--- src/rtl/prefetch_queue_pkg.sv ---
// Shared types for the instruction prefetch queue: port groupings, control
// register record and the compressed-instruction test.
package prefetch_queue_pkg;

    // Address-width fields (npc, fpc) stay outside the structs so AW can vary.
    typedef struct packed {
        logic        jump;
        logic        fence;
        logic        take;
        logic        mem_ready;
        logic [31:0] mem_rdata;
    } prefetch_queue_in_type;

    typedef struct packed {
        logic [31:0] instr;
        logic        stall;
        logic        mem_valid;
    } prefetch_queue_out_type;

    typedef struct packed {
        logic busy;
        logic drop;
        logic skip;
    } prefetch_queue_reg_type;

    localparam prefetch_queue_reg_type init_prefetch_queue_reg = '{
        busy: 1'b0,
        drop: 1'b0,
        skip: 1'b0
    };

    function automatic logic is_rvc(input logic [15:0] h);
        return h[1:0] != 2'b11;
    endfunction

endpackage

--- src/rtl/prefetch_queue_ram.sv ---
// Halfword circular buffer storage: one write port storing one or two
// consecutive halfwords, two combinational read ports at ra and ra+1.
module prefetch_queue_ram #(
    parameter int DEPTH = 8,
    localparam int PW = $clog2(DEPTH)
) (
    input  logic          clk,
    input  logic          rst,
    input  logic          we,
    input  logic          we2,
    input  logic [PW-1:0] wa,
    input  logic [31:0]   wd,
    input  logic [PW-1:0] ra,
    output logic [15:0]   rd0,
    output logic [15:0]   rd1
);

    logic [DEPTH-1:0][15:0] mem;
    logic [PW-1:0]          wa1;
    logic [PW-1:0]          ra1;

    assign wa1 = wa + PW'(1);
    assign ra1 = ra + PW'(1);
    assign rd0 = mem[ra];
    assign rd1 = mem[ra1];

    // Single-halfword writes carry the upper half of a word entered mid-word.
    always_ff @(posedge clk or negedge rst) begin
        if (!rst) begin
            mem <= '0;
        end else if (we) begin
            if (we2) begin
                mem[wa]  <= wd[15:0];
                mem[wa1] <= wd[31:16];
            end else begin
                mem[wa]  <= wd[31:16];
            end
        end
    end

endmodule

--- src/rtl/prefetch_queue.sv ---
// Instruction prefetch queue: fetches aligned words ahead of the fetch PC,
// buffers them as halfwords and presents the next 16- or 32-bit instruction.
module prefetch_queue #(
    parameter int            DEPTH    = 8,
    parameter int            AW       = 32,
    parameter logic [AW-1:0] RESET_PC = '0
) (
    input  logic          clk,
    input  logic          rst,
    input  logic          jump,
    input  logic          fence,
    input  logic [AW-1:0] npc,
    input  logic          take,
    output logic [31:0]   instr,
    output logic          stall,
    output logic [AW-1:0] fpc,
    output logic          mem_valid,
    input  logic          mem_ready,
    input  logic [31:0]   mem_rdata
);

    import prefetch_queue_pkg::*;

    localparam int PW = $clog2(DEPTH);
    localparam int CW = PW + 1;

    prefetch_queue_in_type  in_s;
    prefetch_queue_out_type out_s;
    prefetch_queue_reg_type r, r_nxt;

    logic [PW-1:0] wp, rp;
    logic [CW-1:0] count, count_nxt;
    logic [AW-1:0] fpc_q;
    logic [15:0]   h0, h1;
    logic          flush, resp, accept, rvc, complete, pop, issue;
    logic [1:0]    wr_n, pop_n;
    logic          npc_unused;

    assign in_s = '{jump: jump, fence: fence, take: take,
                    mem_ready: mem_ready, mem_rdata: mem_rdata};
    assign instr      = out_s.instr;
    assign stall      = out_s.stall;
    assign mem_valid  = out_s.mem_valid;
    assign npc_unused = npc[0];

    prefetch_queue_ram #(.DEPTH(DEPTH)) u_ram (
        .clk (clk),
        .rst (rst),
        .we  (accept),
        .we2 (~r.skip),
        .wa  (wp),
        .wd  (in_s.mem_rdata),
        .ra  (rp),
        .rd0 (h0),
        .rd1 (h1)
    );

    always_comb begin
        flush     = in_s.jump | in_s.fence;
        resp      = in_s.mem_ready & r.busy;
        accept    = resp & ~r.drop & ~flush;
        rvc       = is_rvc(h0);
        complete  = rvc ? (count >= CW'(1)) : (count >= CW'(2));
        pop       = in_s.take & complete & ~flush;
        pop_n     = pop ? (rvc ? 2'd1 : 2'd2) : 2'd0;
        wr_n      = accept ? (r.skip ? 2'd1 : 2'd2) : 2'd0;
        count_nxt = flush ? '0 : count + CW'(wr_n) - CW'(pop_n);
        // Space is judged on the post-write, post-pop fill so a back-to-back
        // request can never land a word the buffer cannot hold.
        issue     = rst & ~flush & ~(r.busy & ~in_s.mem_ready)
                  & (count_nxt <= CW'(DEPTH - 2));

        out_s.stall     = ~complete;
        out_s.mem_valid = issue;
        out_s.instr     = '0;
        if (complete)
            out_s.instr = rvc ? {16'h0, h0} : {h1, h0};
    end

    // The request address already points past a word completing this cycle.
    assign fpc = accept ? fpc_q + AW'(4) : fpc_q;

    always_comb begin
        r_nxt      = r;
        r_nxt.busy = issue | (r.busy & ~in_s.mem_ready);
        if (flush) begin
            r_nxt.drop = r.busy & ~in_s.mem_ready;
            r_nxt.skip = npc[1];
        end else begin
            if (resp)
                r_nxt.drop = 1'b0;
            if (accept)
                r_nxt.skip = 1'b0;
        end
    end

    always_ff @(posedge clk or negedge rst) begin
        if (!rst) begin
            r     <= init_prefetch_queue_reg;
            wp    <= '0;
            rp    <= '0;
            count <= '0;
            fpc_q <= {RESET_PC[AW-1:2], 2'b00};
        end else begin
            r     <= r_nxt;
            count <= count_nxt;
            if (flush) begin
                wp    <= '0;
                rp    <= '0;
                fpc_q <= {npc[AW-1:2], 2'b00};
            end else begin
                wp <= wp + PW'(wr_n);
                rp <= rp + PW'(pop_n);
                if (accept)
                    fpc_q <= fpc_q + AW'(4);
            end
        end
    end

    count_in_range: assert property (@(posedge clk) disable iff (!rst)
        count <= CW'(DEPTH));

endmodule

--- config.mk ---
export PLATFORM = sky130hd
export DESIGN_NAME = prefetch_queue
export DESIGN_NICKNAME = d
export VERILOG_FILES = /design/src/rtl/prefetch_queue_pkg.sv /design/src/rtl/prefetch_queue_ram.sv /design/src/rtl/prefetch_queue.sv
export SDC_FILE = /design/constraint.sdc
export NUM_CORES = 1
export LEC_CHECK = 0
export ABC_CLOCK_PERIOD_IN_PS = 9250
export BUFFER_PORTS_ARGS = -buffer_cell sky130_fd_sc_hd__buf_2
export CAP_MARGIN = 30
export CORE_ASPECT_RATIO = 1.5
export CORE_MARGIN = 2
export CORE_UTILIZATION = 45
export CTS_CLUSTER_SIZE = 40
export DETAILED_ROUTE_END_ITERATION = 16
export PLACE_DENSITY_LB_ADDON = 0.25
export SYNTH_ARGS = -nofsm -noshare
export SYNTH_HDL_FRONTEND = slang
export SYNTH_SLANG_ARGS = --single-unit
--- constraint.sdc ---
create_clock -name clk -period 9.25 [get_ports clk]
set_input_delay 0 -clock clk [delete_from_list [all_inputs] [get_ports clk]]
set_output_delay 0 -clock clk [all_outputs]
set_load 0.1 [all_outputs]
==> summary.txt <==
Outcome
  • Status: completed

Synth
  • Compound-Gate Fraction of Synth Area: 24.0%
  • Asr flop ratio synth: 100%
  • Distinct cells, synth: 54
  • Top cell type's share of synthesized area: 39.9%
  • Synth Area in Simple Gates: 10.2%
  • Synth area leader: dfrtp_1
  • Synth Area in XOR/XNOR: 1.47%
  • Synth warn: 0
  • Syn Area/Cell: 11.1 sq um
  • Post-synthesis cell count: 968
  • Synthesized cell area: 10700 sq um
  • Multiplexer area fraction after synthesis: 18.1%
  • Synth area leaders: dfrtp_1 40%, mux4_2 13%, a22o_1 7.7%
  • Post-synth EDFFs: 0
  • Sequential-to-total area share from yosys stat: 39.9%
  • Largest family of logic cells by synthesized area: compound AO/OA/AOI/OAI gates
  • #FFs+latches synth: 171
  • Most used DFF post-synth: dfrtp_1
  • Post-Synth Adder-Cell Area: 2.03%

Floorplanning
  • Die H: 193 microns
  • Ports: 136
  • Die area: 25100 sq um
  • Width of the die: 130 microns
  • Starting Density: 45.6%
  • Num rows: 69
  • Core box area: 23600 sq um

Drt
  • Top sig layer: met4
  • Metal2 WL: 18.1 mm
  • WL final: 37.2 mm
  • Vias: 9653
  • Vias/cell: 6.73
  • Routed wl met3: 3.85 mm
  • Antenna-violating nets left: 0
  • Initial DRC Count: 888
  • DRT Pass-1 Iters: 5
  • Drt drc: 0
  • WL/cell: 26.0 microns
  • Wire length on met1: 14.0 mm

Timing
  • Slew Viols, Final: 0
  • Setup TNS: 0 ns
  • Max_slew headroom: 28.9%
  • Fin crit period: 5.30 ns
  • Final cycle utilization of the critical path: 57.3%
  • Max frequency: 189 MHz
  • Worst slew pin tran: 1.07 ns
  • Final Setup Violations: 0
  • Final hold vios: 0
  • Setup Skew: 0.0165 ns
  • RSZ-0062 raised after global routing: no
  • Final worst setup slack: 3.95 ns

Placed design
  • Post-DP HPWL: 22.8 mm
  • GPL Wtd Cong: 0.859
  • Worst slack, placed: 4.42 ns
  • IO buf count: 132

Clock tree
  • Clk sinks: 171
  • Later-pin clock latency in the skew report: 0.45 ns
  • Post-CTS resize count: 0
  • TritonCTS Buffers: 17
  • Reg clk slew, reported paths: 0.07 ns
  • Hold Buf Count CTS: 43
  • CTS root buffer: clkbuf_16
  • CTS Buffer Depth: 2
  • H-tree depth: 4
  • CTS tree: built
  • Postcts setup bufs: 0

Setup path
  • Cell Chain, Critical Path: buf_4, mux4_2, mux2_2, nand3_1, buf_4, nor2_1, fa_1, inv_1, ha_1, a21o_1, a21oi_1, xnor2_1, and3_1, buf_2
  • Max stage delay on crit path: 0.69 ns
  • Worst Path Arrival: 5.30 ns
  • Reg2reg start: rp[0]
  • CP required: 9.25 ns
  • RR Endpoint: r[2]
  • Top fanout value on the critical path: 42
  • Critical path's slowest cell: dfrtp_4
  • Cell mode on critical path: buf_4
  • Flop2flop setup slack: 4.76 ns
  • FF-to-FF path depth: 12
  • Startpoint Class: register
  • Setup crit end kind: output port
  • Crit Path Category: register to output port

Min path
  • Min-Delay Path Depth: 3
  • Hold worst-path end: u_ram.mem[91]
  • Hold Crit Start: mem_rdata[27]
  • Min-delay worst type: input pin to register

Power
  • Sw Share: 31.7%
  • Max IR drop VDD: 0.141 mV
  • Pleak: 5.21 nW
  • Power Internal: 0.00144 W
  • Pwr dens: 164 nW/um^2
  • Clk pwr share: 37.2%
  • Flop pwr share: 40.9%
  • Gate power share: 21.8%
  • Sw Pwr: 0.000668 W

Finish
  • Share of cells above drive strength 1: 28.9%
  • Layout Nets: 1187
  • Area grow syn2layout: 19.7%
  • Filler instances: 2060

GRT
  • Congestion Overflow GR: 0
  • Total GRT Usage: 30.4%
  • Pin count of the biggest net entering global routing: 81
  • First-pass GRT wire length: 56.8 mm
  • Initial antenna violation count: 1
  • Vias in the first global route: 9523

Flow run
  • Maxcap violations: 0
worst max path at each step:
stage	startpoint	cells past startpoint	end
after floorplan	rp[0]	13	mem_valid
after global placement	rp[0]	14	mem_valid
after detailed placement	rp[0]	14	mem_valid
after CTS	rp[0]	14	mem_valid
after global routing	rp[0]	14	mem_valid
final	rp[0]	14	mem_valid
placed cells by master (no fill, tap or decap), types with 3 or more instances in the layout:
master,instances
dfrtp_1,170
buf_2,131
a22o_1,94
a22oi_1,81
o2bb2ai_1,79
nand2_1,72
mux4_2,64
dlygate4sd3_1,43
buf_4,38
mux2_2,29
nor2_1,28
a31oi_1,22
a21oi_1,20
nor3_1,18
mux2i_1,17
clkbuf_16,17
inv_1,16
o31ai_1,14
xnor2_1,12
or4_1,12
nand3_1,10
ha_1,10
and2_1,8
nor3_2,8
o21ai_1,8
nand4_1,7
or3_1,6
xor2_1,6
and3_1,4
o21ai_0,4
fa_1,4
bufinv_16,4
clkinvlp_4,4
and4_1,3
nand4b_1,3
nand3b_1,3
nor3b_2,3
inv_6,3
per-stage QoR:
stage	total power (W)	cell area, sq um	utilization [%]	hold slack, ns	cells
3_3_place_gp	0.00131	11800	50.0	0.0735	1358
4_1_cts	0.00212	12800	54.5	0.0000117	1433
5_1_grt	0.00218	12800	54.5	0.0261	1433
2_1_floorplan	0.00119	10700	-	-0.296	969
3_5_place_dp	0.00132	11800	50.0	0.0707	1359
6_report	0.00211	12800	54.5	0.0174	1434
power groups by stage:
stage,clock [W],sequential (W),combinational (W)
2_1_floorplan,0,0.000854,0.000334
3_3_place_gp,0,0.000872,0.000440
3_5_place_dp,0,0.000874,0.000444
4_1_cts,0.000796,0.000861,0.000459
5_1_grt,0.000825,0.000871,0.000486
6_report,0.000785,0.000863,0.000461
sequential cells by signal, summed over array words and instances (netlist names):
signal	count
count	4
fpc_q	30
u_ram.mem	128
rp	3
r	3
wp	3
per-layer routing:
layer	global-route usage [%]	vias up
li1	-	4111
met1	38.5	4848
met2	49.7	611
met3	6.62	83
met4	14.0	0
met5	0	-
cell usage after synthesis (all sizes together) (6+ instances only):
cell,count
or4,14
o31ai,14
nor3,26
buf,29
nand2,72
clkbuf,70
mux2i,17
or3,6
xnor2,12
and2,8
o21ai,12
inv,16
a22o,94
a22oi,81
a31oi,22
o2bb2ai,79
nand3,10
nor2,30
nand4,8
mux2,29
ha,11
dfrtp,171
mux4,64
xor2,6
a21oi,20
cells by family (layout without fill, tap and decap cells):
kind of cell / count (synthesis) / count (layout)
xor gates and xnor gates: 18 / 18
and+or+nand+nor: 208 / 208
buffers and inverters: 116 / 261
AOI/OAI and AO/OA: 329 / 329
muxes: 110 / 110
other: 1 / 3
adders and majority gates: 15 / 15
DFF: 171 / 171
critical path, delay by kind of cell, from the launching register on:
family | cells | cell delay, ns
multiplexers | 2 | 0.91
AO/OA/AOI/OAI | 2 | 0.35
flip-flops | 1 | 0.69
buffers and inverters | 4 | 1.45
AND/OR/NAND/NOR | 3 | 0.42
XOR/XNOR | 1 | 0.19
adder cells (fa/ha/maj) | 2 | 0.81
final cells by class:
class                           count  area [sq um]  share of cell area, %
Multi-Input combinational cell    682          6090                   47.4
Sequential cell                   171          4280                   33.3
Timing Repair Buffer              213          1380                   10.8
Clock buffer                       18           439                   3.42
Tap cell                          319           399                   3.11
Clock inverter                     13           190                   1.48
Inverter                           17          63.8                  0.497
Antenna cell                        1          2.50                 0.0195
Power figures use the tool's default switching activity.
